===== src/rtl/gen_vectores_compuerta_pkg.sv =====
// Shared definitions for the exhaustive gate-vector checker:
// operation encodings and FSM state encoding.
package gen_vectores_compuerta_pkg;

  localparam logic [1:0] OP_AND  = 2'b00;
  localparam logic [1:0] OP_OR   = 2'b01;
  localparam logic [1:0] OP_XOR  = 2'b10;
  localparam logic [1:0] OP_NAND = 2'b11;

  typedef enum logic [1:0] {
    S_IDLE   = 2'd0,
    S_SETTLE = 2'd1,
    S_CHECK  = 2'd2,
    S_DONE   = 2'd3
  } state_t;

endpackage


===== src/rtl/modelo_compuerta.sv =====
// Purely combinational reference model of a reduction gate.
// Kept separate so later gate checkers can reuse it unchanged.
module modelo_compuerta
  import gen_vectores_compuerta_pkg::*;
#(
  parameter int N_IN = 2
) (
  input  logic [1:0]      op,
  input  logic [N_IN-1:0] vec,
  output logic            expected
);

  // Reduce the stimulus vector according to the selected operation
  always_comb begin
    expected = 1'b0;
    case (op)
      OP_AND:  expected = &vec;
      OP_OR:   expected = |vec;
      OP_XOR:  expected = ^vec;
      OP_NAND: expected = ~&vec;
      default: expected = 1'b0;
    endcase
  end

endmodule


===== src/rtl/gen_vectores_compuerta.sv =====
// Exhaustive stimulus generator and response checker for a combinational
// gate. Sweeps all N_IN-bit vectors, holds each for SETTLE cycles, samples
// the gate output for one cycle and counts mismatches against the model.
module gen_vectores_compuerta
  import gen_vectores_compuerta_pkg::*;
#(
  parameter int N_IN   = 2,
  parameter int SETTLE = 1,
  parameter int ERR_W  = 8
) (
  input  logic             clk,
  input  logic             rst,
  input  logic             start,
  input  logic [1:0]       op,
  input  logic             dut_out,
  output logic [N_IN-1:0]  vec,
  output logic             sample,
  output logic             expected,
  output logic             busy,
  output logic             done,
  output logic [ERR_W-1:0] err_count,
  output logic [N_IN-1:0]  first_err_vec,
  output logic             first_err_valid,
  output logic             pass
);

  // Counter must hold the value SETTLE itself; SETTLE >= 1 keeps CNT_W >= 1
  localparam int CNT_W = $clog2(SETTLE + 1);
  localparam logic [CNT_W-1:0] SETTLE_LOAD = CNT_W'(SETTLE);
  localparam logic [CNT_W-1:0] CNT_ONE     = CNT_W'(1);

  state_t           state;
  logic [CNT_W-1:0] settle_cnt;
  logic [1:0]       op_q;
  logic             mismatch;

  modelo_compuerta #(
    .N_IN(N_IN)
  ) u_modelo (
    .op       (op_q),
    .vec      (vec),
    .expected (expected)
  );

  assign mismatch = (dut_out != expected);

  // Status outputs decode directly from the state register, so they are
  // glitch-free and clear together with the state on reset
  assign sample = (state == S_CHECK);
  assign busy   = (state == S_SETTLE) || (state == S_CHECK);
  assign done   = (state == S_DONE);
  assign pass   = done && (err_count == '0);

  // Sweep FSM: vector stepping, settle timing and error capture
  always_ff @(posedge clk or posedge rst) begin
    if (rst) begin
      state           <= S_IDLE;
      settle_cnt      <= '0;
      op_q            <= OP_AND;
      vec             <= '0;
      err_count       <= '0;
      first_err_vec   <= '0;
      first_err_valid <= 1'b0;
    end else begin
      case (state)
        S_IDLE, S_DONE: begin
          if (start) begin
            op_q            <= op;
            vec             <= '0;
            err_count       <= '0;
            first_err_vec   <= '0;
            first_err_valid <= 1'b0;
            settle_cnt      <= SETTLE_LOAD;
            state           <= S_SETTLE;
          end
        end
        S_SETTLE: begin
          settle_cnt <= settle_cnt - CNT_ONE;
          if (settle_cnt == CNT_ONE) begin
            state <= S_CHECK;
          end
        end
        S_CHECK: begin
          if (mismatch) begin
            if (err_count != '1) begin
              err_count <= err_count + 1'b1;
            end
            if (!first_err_valid) begin
              first_err_vec   <= vec;
              first_err_valid <= 1'b1;
            end
          end
          if (vec == '1) begin
            state <= S_DONE;
          end else begin
            vec        <= vec + 1'b1;
            settle_cnt <= SETTLE_LOAD;
            state      <= S_SETTLE;
          end
        end
        default: state <= S_IDLE;
      endcase
    end
  end

endmodule


===== config.mk =====
export PLATFORM = sky130hd
export DESIGN_NAME = gen_vectores_compuerta
export DESIGN_NICKNAME = d
export VERILOG_FILES = /design/src/rtl/gen_vectores_compuerta_pkg.sv /design/src/rtl/modelo_compuerta.sv /design/src/rtl/gen_vectores_compuerta.sv
export SDC_FILE = /design/constraint.sdc
export NUM_CORES = 1
export LEC_CHECK = 0
export CORE_ASPECT_RATIO = 0.9
export CORE_MARGIN = 2
export CORE_UTILIZATION = 54
export CTS_CLUSTER_SIZE = 30
export DETAILED_ROUTE_END_ITERATION = 7
export PLACE_DENSITY_LB_ADDON = 0.05
export RECOVER_POWER = 50
export SLEW_MARGIN = 20
export SYNTH_ARGS = -nofsm -noshare
export SYNTH_HDL_FRONTEND = slang
export SYNTH_SLANG_ARGS = --single-unit

===== constraint.sdc =====
create_clock -name clk -period 5.4 [get_ports clk]
set_clock_uncertainty 0.15 [all_clocks]
set_input_delay 1.08 -clock clk [delete_from_list [all_inputs] [get_ports clk]]
set_output_delay 1.08 -clock clk [all_outputs]
set_load 0.01 [all_outputs]

==> results of run 1 <==
==> power by group through the flow <==
stage / logic, mW / registers [mW] / clock network (mW)
2_1_floorplan: 0.274 / 0.196 / 0
3_5_place_dp: 0.387 / 0.201 / 0
5_1_grt: 0.421 / 0.204 / 0.0915
4_1_cts: 0.387 / 0.199 / 0.0881
3_3_place_gp: 0.375 / 0.198 / 0
6_report: 0.379 / 0.200 / 0.0854
==> worst min-delay path by stage <==
stage,to,slack [ns],start
after detailed placement,first_err_vec[1]$_DFFE_PP0P_,0.36,first_err_vec[1]$_DFFE_PP0P_
after CTS,first_err_vec[1]$_DFFE_PP0P_,0.39,first_err_vec[1]$_DFFE_PP0P_
after global routing,first_err_vec[1]$_DFFE_PP0P_,0.42,first_err_vec[1]$_DFFE_PP0P_
final,first_err_vec[1]$_DFFE_PP0P_,0.39,first_err_vec[1]$_DFFE_PP0P_
after floorplan,state[0]$_DFFE_PP0P_,0.37,state[0]$_DFFE_PP0P_
after global placement,first_err_vec[1]$_DFFE_PP0P_,0.36,first_err_vec[1]$_DFFE_PP0P_
==> registers in the layout, summed over array words and instances (netlist names) <==
| name | flops |
|---|---|
| op_q | 2 |
| vec | 2 |
| state | 2 |
| err_count | 8 |
| settle_cnt | 1 |
| first_err_vec | 2 |
| first_err_valid | 1 |
==> through the flow <==
step / instances / hold slack [ns]
after floorplan: 135 / 0.371
after global placement: 182 / 0.357
after detailed placement: 182 / 0.363
after CTS: 186 / 0.389
after global routing: 186 / 0.416
final: 186 / 0.385
==> layer usage <==
| metal | GRT usage (%) | part of all wire (%) |
|---|---|---|
| met3 | 2.76 | 5.2 |
| met1 | 35.5 | 47 |
| met5 | 0 | 0 |
| met4 | 4.27 | 0.41 |
| met2 | 36.6 | 47 |
==> cell usage after synthesis, types with 3 or more instances <==
master	n	share of area [%]
sky130_fd_sc_hd__nand2_1	16	5.0
sky130_fd_sc_hd__inv_1	10	3.1
sky130_fd_sc_hd__nor2_1	16	5.0
sky130_fd_sc_hd__nand2b_1	3	1.6
sky130_fd_sc_hd__a21oi_1	6	2.5
sky130_fd_sc_hd__dfrtp_1	18	37
sky130_fd_sc_hd__nand3_1	6	2.5
sky130_fd_sc_hd__mux2_2	3	2.8
sky130_fd_sc_hd__ha_1	8	8.3
sky130_fd_sc_hd__o21ai_0	3	1.2
sky130_fd_sc_hd__a32o_1	5	4.1
==> cells in the final DEF (no fill, tap or decap), types with 2 or more instances in the layout <==
cell / n
sky130_fd_sc_hd__nand4_1: 2
sky130_fd_sc_hd__clkdlybuf4s50_1: 19
sky130_fd_sc_hd__dfrtp_1: 18
sky130_fd_sc_hd__nand3_1: 6
sky130_fd_sc_hd__a31o_1: 2
sky130_fd_sc_hd__a32o_1: 5
sky130_fd_sc_hd__a211oi_1: 2
sky130_fd_sc_hd__and2_1: 2
sky130_fd_sc_hd__o22ai_1: 2
sky130_fd_sc_hd__nor2_1: 16
sky130_fd_sc_hd__dlygate4sd3_1: 4
sky130_fd_sc_hd__a21oi_1: 6
sky130_fd_sc_hd__nor3b_1: 2
sky130_fd_sc_hd__ha_1: 8
sky130_fd_sc_hd__clkbuf_4: 3
sky130_fd_sc_hd__nand2_1: 16
sky130_fd_sc_hd__o21ai_0: 3
sky130_fd_sc_hd__nand2_2: 2
sky130_fd_sc_hd__and3_1: 2
sky130_fd_sc_hd__mux2_2: 3
sky130_fd_sc_hd__nand2b_1: 3
sky130_fd_sc_hd__a31oi_1: 2
sky130_fd_sc_hd__inv_1: 10
==> critical path: cells and delay by family, from the launching register on <==
kind            cells  cell delay, ns
flops               1            0.45
simple gates        1            0.21
buf+inv             2            0.65
fa+ha+maj           1            0.30
compound gates      2            0.18
==> cell type report <==
type / instances / area share [%]
repair buffers: 23 / 15.6
multi-input cells: 104 / 46.4
flip-flops and latches: 18 / 30.6
well taps: 27 / 2.30
clock buffers: 4 / 2.47
inverters: 10 / 2.55
==> kinds of logic (layout without fill, tap and decap cells) <==
family / Yosys count / in the layout
DFF: 18 / 18
muxes: 4 / 4
buffers and inverters: 13 / 37
and+or+nand+nor: 62 / 62
adders and majority gates: 8 / 8
AOI/OAI and AO/OA: 30 / 30
==> tab_implementation.tex, run 1 <==
\begin{tabular}{lr}
\hline
Metric & Value \\
\hline
\multicolumn{2}{l}{\textbf{Status}} \\
Outcome & complete, no violations \\
\multicolumn{2}{l}{\textbf{Yosys}} \\
Synth Area in Simple Gates & 27.9\% \\
Combined area of all synthesized cells & 1210 um2 \\
Proportion of synthesized flip-flops having asynchronous set or reset & 100\% \\
Area share of fa/ha/maj cells after synthesis & 8.30\% \\
Number of distinct library cell variants in the gate-level netlist after synthesis & 44 \\
Dominant combinational cell family by area after synthesis & simple AND/OR/NAND/NOR gates \\
EDFF count, synth & 0 \\
Most used flip-flop cell after synthesis & sky130\_fd\_sc\_hd\_\_dfrtp\_1 \\
Sequential share of the synthesized area & 37.3\% \\
Yosys warning count & 0 \\
Mux share of post-synthesis cell area & 3.63\% \\
Share of the synthesized area in compound gates (AO/OA/AOI/OAI) & 18.0\% \\
Syn Inst Count & 135 \\
Xor/xnor cell area share of the yosys netlist & 0\% \\
Net Count, Synth & 149 \\
Flops \& latches, synth & 18 \\
Per-instance average area after synthesis & 8.93 um2 \\
\multicolumn{2}{l}{\textbf{Final layout}} \\
Final Net Count & 174 \\
Diodes inserted & 0 \\
Proportion of layout cells with a drive suffix above 1 & 8.18\% \\
Post-route core utilization & 68.7\% \\
Area growth from synthesis to layout & 22.0\% \\
Area occupied by multi-input gates & 683 um2 \\
FILL cells & 181 \\
Flip-flop and latch area & 450 um2 \\
Post-route cell area & 1470 um2 \\
\multicolumn{2}{l}{\textbf{Placed design}} \\
Post-detail-place hpwl & 1970 um \\
Count of port buffers added during placement & 23 \\
Routability cong. & 0.838 \\
Worst setup slack after placement & 2.37 ns \\
Cell Area, Placed & 1450 um2 \\
\multicolumn{2}{l}{\textbf{Pwr}} \\
Relative contribution of the clock network to total power & 12.9\% \\
Switching fraction of total power & 45.3\% \\
Largest vdd supply drop & 0.000432 V \\
Register share of total power & 30.1\% \\
Switch Pwr & 0.301 mW \\
Cell internal pwr & 0.363 mW \\
Part of the power in combinational logic & 57.1\% \\
Leak Pwr & 0.649 nW \\
Post-layout total power & 0.664 mW \\
PwrDens & 451 nW/um2 \\
\multicolumn{2}{l}{\textbf{Critical path}} \\
Register-to-register path setup slack & 2.57 ns \\
Depth of the worst register-to-register path & 7 \\
Critical path endpoint & expected \\
Capture point of the worst reg-to-reg path & first\_err\_vec[1]\$\_DFFE\_PP0P\_ \\
Kind of critical path & reg2out \\
Crit path capture type & primary output \\
Chain of cells forming the critical path & inv\_1 > ha\_1 > nor2b\_1 > o21ai\_0 > o21ai\_0 > clkdlybuf4s50\_1 \\
Worst setup path start & vec[0]\$\_DFFE\_PP0P\_ \\
Delay of the slowest cell on the worst path & 0.55 ns \\
Worst path required time & 4.17 ns \\
CP startpoint kind & register \\
Critical-path cell with the highest stage delay & sky130\_fd\_sc\_hd\_\_clkdlybuf4s50\_1 \\
Crit path max fanout & 5 \\
Worst EP arrival & 2.09 ns \\
Top cell by count, worst path & sky130\_fd\_sc\_hd\_\_o21ai\_0 \\
RR Startpoint & vec[0]\$\_DFFE\_PP0P\_ \\
\multicolumn{2}{l}{\textbf{Floorplan}} \\
Initial Utilization & 56.3\% \\
Standard cell core area & 2140 um2 \\
Top Ports & 24 \\
Row Count & 16 \\
Floorplan die area & 2630 um2 \\
Height of the chip & 48.8 um \\
DIE WIDTH & 53.8 um \\
\multicolumn{2}{l}{\textbf{STA}} \\
Transition time at the pin with the least slew margin & 0.806 ns \\
Max frequency & 0.302 GHz \\
Final worst path period need & 3.32 ns \\
Unrepaired setup endpoints after global routing & false \\
Pins over their slew limit & 0 \\
Setup Total Neg Slack & 0 ns \\
Tightest slew margin relative to the limit & 46.1\% \\
Final critical-path setup slack & 2.08 ns \\
Final setup viols & 0 \\
Final Hold Violating Endpoints & 0 \\
Final period utilization & 61.4\% \\
\multicolumn{2}{l}{\textbf{Drt}} \\
Number of nets with antenna violations after routing & 0 \\
Number of iterations in the first detailed-routing pass & 4 \\
Overall routed net length & 2710 um \\
\# DRC & 0 \\
Vias per inst & 5.90 \\
Total vias in the final route & 1,098 \\
Routed wirelength normalized by instance count & 14.6 um \\
Iteration-0 DRC count of the detailed router & 58 \\
\multicolumn{2}{l}{\textbf{Clock network}} \\
Post-CTS setup buffer count & 0 \\
Clock latency of the later-clocked register in the worst-skew pair & 0.30 ns \\
Number of buffers inserted during clock tree synthesis & 3 \\
CTS H-tree lvls & 1 \\
Number of clock sinks & 18 \\
Clock tree root driver cell & sky130\_fd\_sc\_hd\_\_clkbuf\_4 \\
Maximum count of clock buffers along a single path & 2 \\
TritonCTS clock tree & done \\
Clock slew seen by the registers of the worst setup and hold paths & 0.11 ns \\
Number of resized instances in the post-cts repair step & 0 \\
Number of hold-repair buffers added at the cts stage & 0 \\
\multicolumn{2}{l}{\textbf{Global route}} \\
Total global-route track usage & 23.6\% \\
Pin count of the biggest net entering global routing & 21 \\
Total congestion overflow & 0 \\
Global-route wire length before repair & 4720 um \\
Via count of the first global-routing pass & 1,060 \\
Initial antenna violation count & 0 \\
\multicolumn{2}{l}{\textbf{Flow run}} \\
Count of maximum capacitance violations & 0 \\
\multicolumn{2}{l}{\textbf{Worst hold path}} \\
Number of stages on the worst hold path & 1 \\
Hold Crit Class & reg2reg \\
\hline
\end{tabular}
No activity file was read; power rests on OpenSTA's default activity.
==> run 2, diff against run 1 <==
--- a/config.mk
+++ b/config.mk
@@ -7,7 +7,7 @@
 export LEC_CHECK = 0
 export CORE_ASPECT_RATIO = 0.9
 export CORE_MARGIN = 2
-export CORE_UTILIZATION = 54
+export CORE_UTILIZATION = 51
 export CTS_CLUSTER_SIZE = 30
 export DETAILED_ROUTE_END_ITERATION = 7
 export PLACE_DENSITY_LB_ADDON = 0.05
==> constraint.sdc (replaced) <==
create_clock -name clk -period 3.45 [get_ports clk]
set_clock_uncertainty 0.15 [all_clocks]
set_input_delay 0.69 -clock clk [delete_from_list [all_inputs] [get_ports clk]]
set_output_delay 0.69 -clock clk [all_outputs]
set_load 0.01 [all_outputs]
==> run 2 against run 1 <==
Effect of this change:
- sequential share of layout area fell by 0.31 points
- die area grew 5.4%
- global-route usage is 1.8 points lower
==> tab_implementation.tex, run 2 (same netlist as run 1, synthesis figures left out) <==
\begin{tabular}{lr}
\hline
Metric & Value \\
\hline
\multicolumn{2}{l}{\textbf{Critical path}} \\
Worst path required time & 2.61 ns (was 4.17 ns) \\
Depth of the worst register-to-register path & 6 (was 7) \\
Register-to-register path setup slack & 0.99 ns (was 2.57 ns) \\
Kind of critical path & reg2out (unchanged) \\
RR Startpoint & state[0]\$\_DFFE\_PP0P\_ (was vec[0]\$\_DFFE\_PP0P\_) \\
Capture point of the worst reg-to-reg path & err\_count[7]\$\_DFFE\_PP0P\_ (was first\_err\_vec[1]\$\_DFFE\_PP0P\_) \\
Crit path max fanout & 20 (was 5) \\
Critical path endpoint & sample (was expected) \\
Worst EP arrival & 2.07 ns (was 2.09 ns) \\
CP startpoint kind & register (unchanged) \\
Worst setup path start & state[0]\$\_DFFE\_PP0P\_ (was vec[0]\$\_DFFE\_PP0P\_) \\
Crit path capture type & primary output (unchanged) \\
\multicolumn{2}{l}{\textbf{Drt}} \\
Number of nets with antenna violations after routing & 0 (unchanged) \\
Overall routed net length & 2700 um (was 2710 um) \\
Vias per inst & 5.98 (was 5.90) \\
\# DRC & 0 (unchanged) \\
Number of iterations in the first detailed-routing pass & 4 (unchanged) \\
Iteration-0 DRC count of the detailed router & 22 (was 58) \\
Total vias in the final route & 1,112 (was 1,098) \\
Routed wirelength normalized by instance count & 14.5 um (was 14.6 um) \\
\multicolumn{2}{l}{\textbf{Pwr}} \\
Largest vdd supply drop & 0.000741 V (was 0.000432 V) \\
Switching fraction of total power & 45.4\% (was 45.3\%) \\
Cell internal pwr & 0.576 mW (was 0.363 mW) \\
Part of the power in combinational logic & 57.7\% (was 57.1\%) \\
Relative contribution of the clock network to total power & 13.0\% (was 12.9\%) \\
Register share of total power & 29.3\% (was 30.1\%) \\
Leak Pwr & 0.654 nW (was 0.649 nW) \\
PwrDens & 710 nW/um2 (was 451 nW/um2) \\
Switch Pwr & 0.480 mW (was 0.301 mW) \\
\multicolumn{2}{l}{\textbf{Global route}} \\
Total global-route track usage & 21.9\% (was 23.6\%) \\
Total congestion overflow & 0 (unchanged) \\
Initial antenna violation count & 0 (unchanged) \\
Pin count of the biggest net entering global routing & 21 (unchanged) \\
Global-route wire length before repair & 4800 um (was 4720 um) \\
Via count of the first global-routing pass & 1,058 (was 1,060) \\
\multicolumn{2}{l}{\textbf{Status}} \\
Outcome & complete, no violations (unchanged) \\
\multicolumn{2}{l}{\textbf{Final layout}} \\
Non-filler cells in the finished layout & 186 (unchanged) \\
Area growth from synthesis to layout & 23.2\% (was 22.0\%) \\
Final Net Count & 174 (unchanged) \\
Diodes inserted & 0 (unchanged) \\
Largest register FFs & 8 (unchanged) \\
Post-route core utilization & 67.5\% (was 68.7\%) \\
Register with the most flip-flops & err\_count (unchanged) \\
Most frequent standard cell in the layout excluding fill and tap cells & sky130\_fd\_sc\_hd\_\_clkdlybuf4s50\_1 (unchanged) \\
Post-route cell area & 1490 um2 (was 1470 um2) \\
Proportion of layout cells with a drive suffix above 1 & 8.81\% (was 8.18\%) \\
Commonest non-fill, non-tap cells in the layout & 19 x sky130\_fd\_sc\_hd\_\_clkdlybuf4s50\_1, 18 x sky130\_fd\_sc\_hd\_\_dfrtp\_1, 16 x sky130\_fd\_sc\_hd\_\_nand2\_1, 16 x sky130\_fd\_sc\_hd\_\_nor2\_1, 10 x sky130\_fd\_sc\_hd\_\_inv\_1 (unchanged) \\
\multicolumn{2}{l}{\textbf{Placed design}} \\
Routability cong. & 0.845 (was 0.838) \\
Count of port buffers added during placement & 23 (unchanged) \\
Cell Area, Placed & 1450 um2 (unchanged) \\
Number of cells after detailed placement & 182 (unchanged) \\
Post-detail-place hpwl & 1950 um (was 1970 um) \\
\multicolumn{2}{l}{\textbf{Floorplan}} \\
DIE WIDTH & 55.3 um (was 53.8 um) \\
Row Count & 16 (unchanged) \\
Floorplan die area & 2770 um2 (was 2630 um2) \\
Standard cell core area & 2200 um2 (was 2140 um2) \\
Top Ports & 24 (unchanged) \\
Initial Utilization & 54.8\% (was 56.3\%) \\
Height of the chip & 50.1 um (was 48.8 um) \\
\multicolumn{2}{l}{\textbf{STA}} \\
Transition time at the pin with the least slew margin & 0.715 ns (was 0.806 ns) \\
Final period utilization & 84.3\% \\
Pins over their slew limit & 0 (unchanged) \\
Final Hold Violating Endpoints & 0 (unchanged) \\
Final worst path period need & 2.91 ns \\
Tightest slew margin relative to the limit & 52.3\% (was 46.1\%) \\
Post-Route Hold Slack & 0.391 ns (was 0.385 ns) \\
Final setup viols & 0 (unchanged) \\
Unrepaired setup endpoints after global routing & false (unchanged) \\
Setup Total Neg Slack & 0 ns (unchanged) \\
Max frequency & 0.344 GHz \\
\multicolumn{2}{l}{\textbf{Clock network}} \\
Maximum count of clock buffers along a single path & 2 (unchanged) \\
Clock slew seen by the registers of the worst setup and hold paths & 0.11 ns (about the same) \\
TritonCTS clock tree & done (unchanged) \\
Number of resized instances in the post-cts repair step & 0 (unchanged) \\
Clock tree root driver cell & sky130\_fd\_sc\_hd\_\_clkbuf\_4 (unchanged) \\
Number of hold-repair buffers added at the cts stage & 0 (unchanged) \\
Number of clock sinks & 18 (unchanged) \\
Clock latency of the later-clocked register in the worst-skew pair & 0.30 ns (about the same) \\
CTS H-tree lvls & 1 (unchanged) \\
Number of buffers inserted during clock tree synthesis & 3 (unchanged) \\
Post-CTS setup buffer count & 0 (unchanged) \\
\multicolumn{2}{l}{\textbf{Worst hold path}} \\
Hold Crit Class & reg2reg (unchanged) \\
\multicolumn{2}{l}{\textbf{Flow run}} \\
Count of maximum capacitance violations & 0 (unchanged) \\
\hline
\end{tabular}
-- run 2: cell count changes in the layout (fill, tap and decap cells not counted) --
| cell | change |
|---|---|
| sky130_fd_sc_hd__nand4_1 | -1 |
| sky130_fd_sc_hd__nand4_4 | +1 |
-- run 2: cell type report --
| cell class | count | area, um2 |
|---|---|---|
| fillers | 183 | 716 |
| multi-input cells | 104 | 698 |
| flip-flops and latches | 18 | 450 |
| repair buffers | 23 | 230 |
| inverters | 10 | 37.5 |
| clock buffers | 4 | 36.3 |
| well taps | 27 | 33.8 |
-- run 2: how the worst min path moves through the flow --
| stage | cells past startpoint | slack (ns) | start | end |
|---|---|---|---|---|
| finish | 1 | 0.39 | first_err_vec[0]$_DFFE_PP0P_ | first_err_vec[0]$_DFFE_PP0P_ |
| global route | 1 | 0.43 | first_err_vec[0]$_DFFE_PP0P_ | first_err_vec[0]$_DFFE_PP0P_ |
| CTS | 1 | 0.40 | first_err_vec[0]$_DFFE_PP0P_ | first_err_vec[0]$_DFFE_PP0P_ |
| detailed placement | 1 | 0.37 | first_err_vec[0]$_DFFE_PP0P_ | first_err_vec[0]$_DFFE_PP0P_ |
| global placement | 1 | 0.36 | first_err_vec[1]$_DFFE_PP0P_ | first_err_vec[1]$_DFFE_PP0P_ |
| floorplan | 2 | 0.37 | state[0]$_DFFE_PP0P_ | state[0]$_DFFE_PP0P_ |
-- run 2: power by group through the flow --
stage | Combinational [mW] | Sequential [mW] | Clock (mW)
2_1_floorplan | 0.428 | 0.307 | 0
3_3_place_gp | 0.589 | 0.310 | 0
3_5_place_dp | 0.603 | 0.313 | 0
4_1_cts | 0.608 | 0.309 | 0.143
5_1_grt | 0.676 | 0.318 | 0.151
6_report | 0.609 | 0.310 | 0.137
-- run 2: critical path: stages (launching register included) --
cell                              delay, ns
sky130_fd_sc_hd__dfrtp_1               0.45
sky130_fd_sc_hd__inv_1                 0.08
sky130_fd_sc_hd__ha_1                  0.57
sky130_fd_sc_hd__clkdlybuf4s50_1       0.66
-- run 2: metal layers --
layer | track usage [%] | part of all wire (%) | up-vias
met3 | 5.67 | 4.1 | 2
met4 | 6.91 | 0.85 | 0
li1 | - | - | 536
met1 | 29.3 | 48 | 551
met5 | 0 | 0 | -
met2 | 34.7 | 47 | 23
-- run 2: metrics by stage --
stage	total power, mW	setup WS [ns]
after floorplan	0.736	1.35
after global routing	1.14	0.328
final	1.06	0.540
after detailed placement	0.916	0.745
after global placement	0.899	0.908
after CTS	1.06	0.518
==> run 3, diff against run 2 <==
--- a/config.mk
+++ b/config.mk
@@ -7,7 +7,7 @@
 export LEC_CHECK = 0
 export CORE_ASPECT_RATIO = 0.9
 export CORE_MARGIN = 2
-export CORE_UTILIZATION = 51
+export CORE_UTILIZATION = 46
 export CTS_CLUSTER_SIZE = 30
 export DETAILED_ROUTE_END_ITERATION = 7
 export PLACE_DENSITY_LB_ADDON = 0.05
==> constraint.sdc (replaced) <==
create_clock -name clk -period 2.45 [get_ports clk]
set_clock_uncertainty 0.15 [all_clocks]
set_input_delay 0.49 -clock clk [delete_from_list [all_inputs] [get_ports clk]]
set_output_delay 0.49 -clock clk [all_outputs]
set_load 0.01 [all_outputs]
==> run 3 against run 2 <==
Effect of this change:
- global-route usage shrank 1.7 points
- clock-buffer cell count is the same
- cell area grew 4.5%
- cell count grew 5.9%
- sequential power grew 36%
- total power grew 45%
- sequential share of layout area shrank 1.3 points
- wire length shrank 1.0%
==> tab_implementation.tex, run 3 (same netlist as run 1, synthesis figures left out) <==
\begin{tabular}{lr}
\hline
Metric & Value \\
\hline
\multicolumn{2}{l}{\textbf{Status}} \\
Outcome & complete, no violations (unchanged) \\
\multicolumn{2}{l}{\textbf{Pwr}} \\
Largest vdd supply drop & 0.000834 V (was 0.000741 V) \\
Switch Pwr & 0.676 mW (was 0.480 mW) \\
Register share of total power & 27.7\% (was 29.3\%) \\
Relative contribution of the clock network to total power & 12.5\% (was 13.0\%) \\
Switching fraction of total power & 44.3\% (was 45.4\%) \\
Part of the power in combinational logic & 59.8\% (was 57.7\%) \\
Cell internal pwr & 0.851 mW (was 0.576 mW) \\
Leak Pwr & 0.699 nW (was 0.654 nW) \\
PwrDens & 983 nW/um2 (was 710 nW/um2) \\
\multicolumn{2}{l}{\textbf{Final layout}} \\
Flip-flop and latch area & 450 um2 (unchanged) \\
FILL cells & 243 (was 183) \\
Final Net Count & 184 (was 174) \\
Register with the most flip-flops & err\_count (unchanged) \\
Area occupied by multi-input gates & 703 um2 (was 698 um2) \\
Largest register FFs & 8 (unchanged) \\
Proportion of layout cells with a drive suffix above 1 & 14.8\% (was 8.81\%) \\
Area growth from synthesis to layout & 28.8\% (was 23.2\%) \\
Non-filler cells in the finished layout & 197 (was 186) \\
Diodes inserted & 0 (unchanged) \\
Post-route cell area & 1550 um2 (was 1490 um2) \\
Commonest non-fill, non-tap cells in the layout & 18 x sky130\_fd\_sc\_hd\_\_dfrtp\_1, 18 x sky130\_fd\_sc\_hd\_\_clkdlybuf4s50\_1, 16 x sky130\_fd\_sc\_hd\_\_nand2\_1, 16 x sky130\_fd\_sc\_hd\_\_nor2\_1, 10 x sky130\_fd\_sc\_hd\_\_inv\_1 (was 19 x sky130\_fd\_sc\_hd\_\_clkdlybuf4s50\_1, 18 x sky130\_fd\_sc\_hd\_\_dfrtp\_1, 16 x sky130\_fd\_sc\_hd\_\_nand2\_1, 16 x sky130\_fd\_sc\_hd\_\_nor2\_1, 10 x sky130\_fd\_sc\_hd\_\_inv\_1) \\
\multicolumn{2}{l}{\textbf{Floorplan}} \\
Standard cell core area & 2470 um2 (was 2200 um2) \\
DIE WIDTH & 58.0 um (was 55.3 um) \\
Top Ports & 24 (unchanged) \\
Height of the chip & 52.6 um (was 50.1 um) \\
Row Count & 17 (was 16) \\
Floorplan die area & 3050 um2 (was 2770 um2) \\
Initial Utilization & 48.9\% (was 54.8\%) \\
\multicolumn{2}{l}{\textbf{STA}} \\
Max frequency & 0.431 GHz \\
Transition time at the pin with the least slew margin & 0.701 ns (was 0.715 ns) \\
Final setup viols & 0 (unchanged) \\
Final critical-path setup slack & 0.130 ns (was 0.540 ns) \\
Tightest slew margin relative to the limit & 53.2\% (was 52.3\%) \\
Pins over their slew limit & 0 (unchanged) \\
Setup Total Neg Slack & 0 ns (unchanged) \\
Final Hold Violating Endpoints & 0 (unchanged) \\
Unrepaired setup endpoints after global routing & false (unchanged) \\
Final worst path period need & 2.32 ns \\
Final period utilization & 94.7\% \\
\multicolumn{2}{l}{\textbf{Critical path}} \\
Register-to-register path setup slack & 0.20 ns (was 0.99 ns) \\
Worst EP arrival & 1.68 ns (was 2.07 ns) \\
Worst path required time & 1.81 ns (was 2.61 ns) \\
Crit path max fanout & 6 (was 20) \\
RR Startpoint & vec[0]\$\_DFFE\_PP0P\_ (was state[0]\$\_DFFE\_PP0P\_) \\
Capture point of the worst reg-to-reg path & first\_err\_vec[1]\$\_DFFE\_PP0P\_ (was err\_count[7]\$\_DFFE\_PP0P\_) \\
Crit path capture type & primary output (unchanged) \\
Depth of the worst register-to-register path & 7 (was 6) \\
CP startpoint kind & register (unchanged) \\
Kind of critical path & reg2out (unchanged) \\
\multicolumn{2}{l}{\textbf{Global route}} \\
Pin count of the biggest net entering global routing & 19 (was 21) \\
Global-route wire length before repair & 4580 um (was 4800 um) \\
Most Used Layer, Global Route & met2 (unchanged) \\
Met1 track utilization from global routing & 28.1\% (was 29.3\%) \\
Global routing usage on met2 & 30.3\% (was 34.7\%) \\
Initial antenna violation count & 0 (unchanged) \\
GR Layer Usage met3 & 5.19\% (was 5.67\%) \\
Total congestion overflow & 0 (unchanged) \\
Via count of the first global-routing pass & 1,000 (was 1,058) \\
Total global-route track usage & 20.2\% (was 21.9\%) \\
\multicolumn{2}{l}{\textbf{Placed design}} \\
Number of cells after detailed placement & 188 (was 182) \\
Routability cong. & 0.824 (was 0.845) \\
Worst setup slack after placement & 0.0934 ns (was 0.745 ns) \\
Post-detail-place hpwl & 1960 um (was 1950 um) \\
Count of port buffers added during placement & 23 (unchanged) \\
Cell Area, Placed & 1490 um2 (was 1450 um2) \\
\multicolumn{2}{l}{\textbf{Drt}} \\
Overall routed net length & 2670 um (was 2700 um) \\
Number of nets with antenna violations after routing & 0 (unchanged) \\
Number of iterations in the first detailed-routing pass & 4 (unchanged) \\
Routed wirelength normalized by instance count & 13.6 um (was 14.5 um) \\
Total vias in the final route & 1,075 (was 1,112) \\
Iteration-0 DRC count of the detailed router & 53 (was 22) \\
Vias per inst & 5.46 (was 5.98) \\
\# DRC & 0 (unchanged) \\
\multicolumn{2}{l}{\textbf{Clock network}} \\
Clock latency of the later-clocked register in the worst-skew pair & 0.31 ns (was 0.30 ns) \\
Clock tree root driver cell & sky130\_fd\_sc\_hd\_\_clkbuf\_4 (unchanged) \\
Number of clock sinks & 18 (unchanged) \\
Clock slew seen by the registers of the worst setup and hold paths & 0.11 ns (about the same) \\
Maximum count of clock buffers along a single path & 2 (unchanged) \\
Number of buffers inserted during clock tree synthesis & 3 (unchanged) \\
Number of hold-repair buffers added at the cts stage & 0 (unchanged) \\
TritonCTS clock tree & done (unchanged) \\
CTS H-tree lvls & 1 (unchanged) \\
\multicolumn{2}{l}{\textbf{Worst hold path}} \\
Startpoint of the most critical hold path & first\_err\_vec[1]\$\_DFFE\_PP0P\_ (was first\_err\_vec[0]\$\_DFFE\_PP0P\_) \\
Number of stages on the worst hold path & 1 (unchanged) \\
Hold Crit Class & reg2reg (unchanged) \\
Endpoint of the worst hold path & first\_err\_vec[1]\$\_DFFE\_PP0P\_ (was first\_err\_vec[0]\$\_DFFE\_PP0P\_) \\
\multicolumn{2}{l}{\textbf{Flow run}} \\
Count of maximum capacitance violations & 0 (unchanged) \\
\hline
\end{tabular}
[run 3: what timing repair did]
item / 4_1_cts / 5_1_grt
cloned: 0 / 0
endpoints found under the setup margin: 3 / 2
buffers inserted: 5 / 0
resized for setup: 3 / 3
[run 3: layout make-up]
cell class              instances  area share (%)
well taps                      28            2.25
clock buffers                   4            2.33
inverters                      10            2.42
multi-input cells             104            45.2
flip-flops and latches         18            29.0
repair buffers                 33            18.8
[run 3: power groups by stage]
stage	logic (mW)	clock network, mW	registers [mW]
finish	0.913	0.192	0.423
floorplan	0.603	0	0.433
global placement	0.889	0	0.436
global route	1.02	0.211	0.437
CTS	0.924	0.198	0.423
detailed placement	0.901	0	0.439
[run 3: critical path: stages (launching register included)]
cell	delay [ns]
sky130_fd_sc_hd__dfrtp_1	0.40
sky130_fd_sc_hd__inv_1	0.06
sky130_fd_sc_hd__ha_2	0.30
sky130_fd_sc_hd__inv_1	0.08
sky130_fd_sc_hd__clkdlybuf4s50_1	0.53
[run 3: per-stage QoR]
step / power, mW / utilization (%) / hold WS [ns]
after floorplan: 1.04 / - / 0.279
after global placement: 1.33 / 60.3 / 0.362
after detailed placement: 1.34 / 60.3 / 0.371
after CTS: 1.55 / 63.3 / 0.396
after global routing: 1.66 / 63.0 / 0.405
final: 1.53 / 63.0 / 0.389
[run 3: worst max-delay path by stage]
stage | from | endpoint | slack, ns
after floorplan | vec[0]$_DFFE_PP0P_ | err_count[6]$_DFFE_PP0P_ | 0.35
after global placement | vec[0]$_DFFE_PP0P_ | expected | 0.16
after detailed placement | vec[0]$_DFFE_PP0P_ | expected | 0.09
after CTS | vec[0]$_DFFE_PP0P_ | expected | 0.06
after global routing | state[0]$_DFFE_PP0P_ | busy | 0.04
final | state[0]$_DFFE_PP0P_ | busy | 0.13
[run 3: metal layers]
metal | wire length [um] | vias up
li1 | - | 562
met1 | 1320 | 485
met2 | 1170 | 26
met3 | 158 | 2
met4 | 26 | 0
met5 | 0 | -
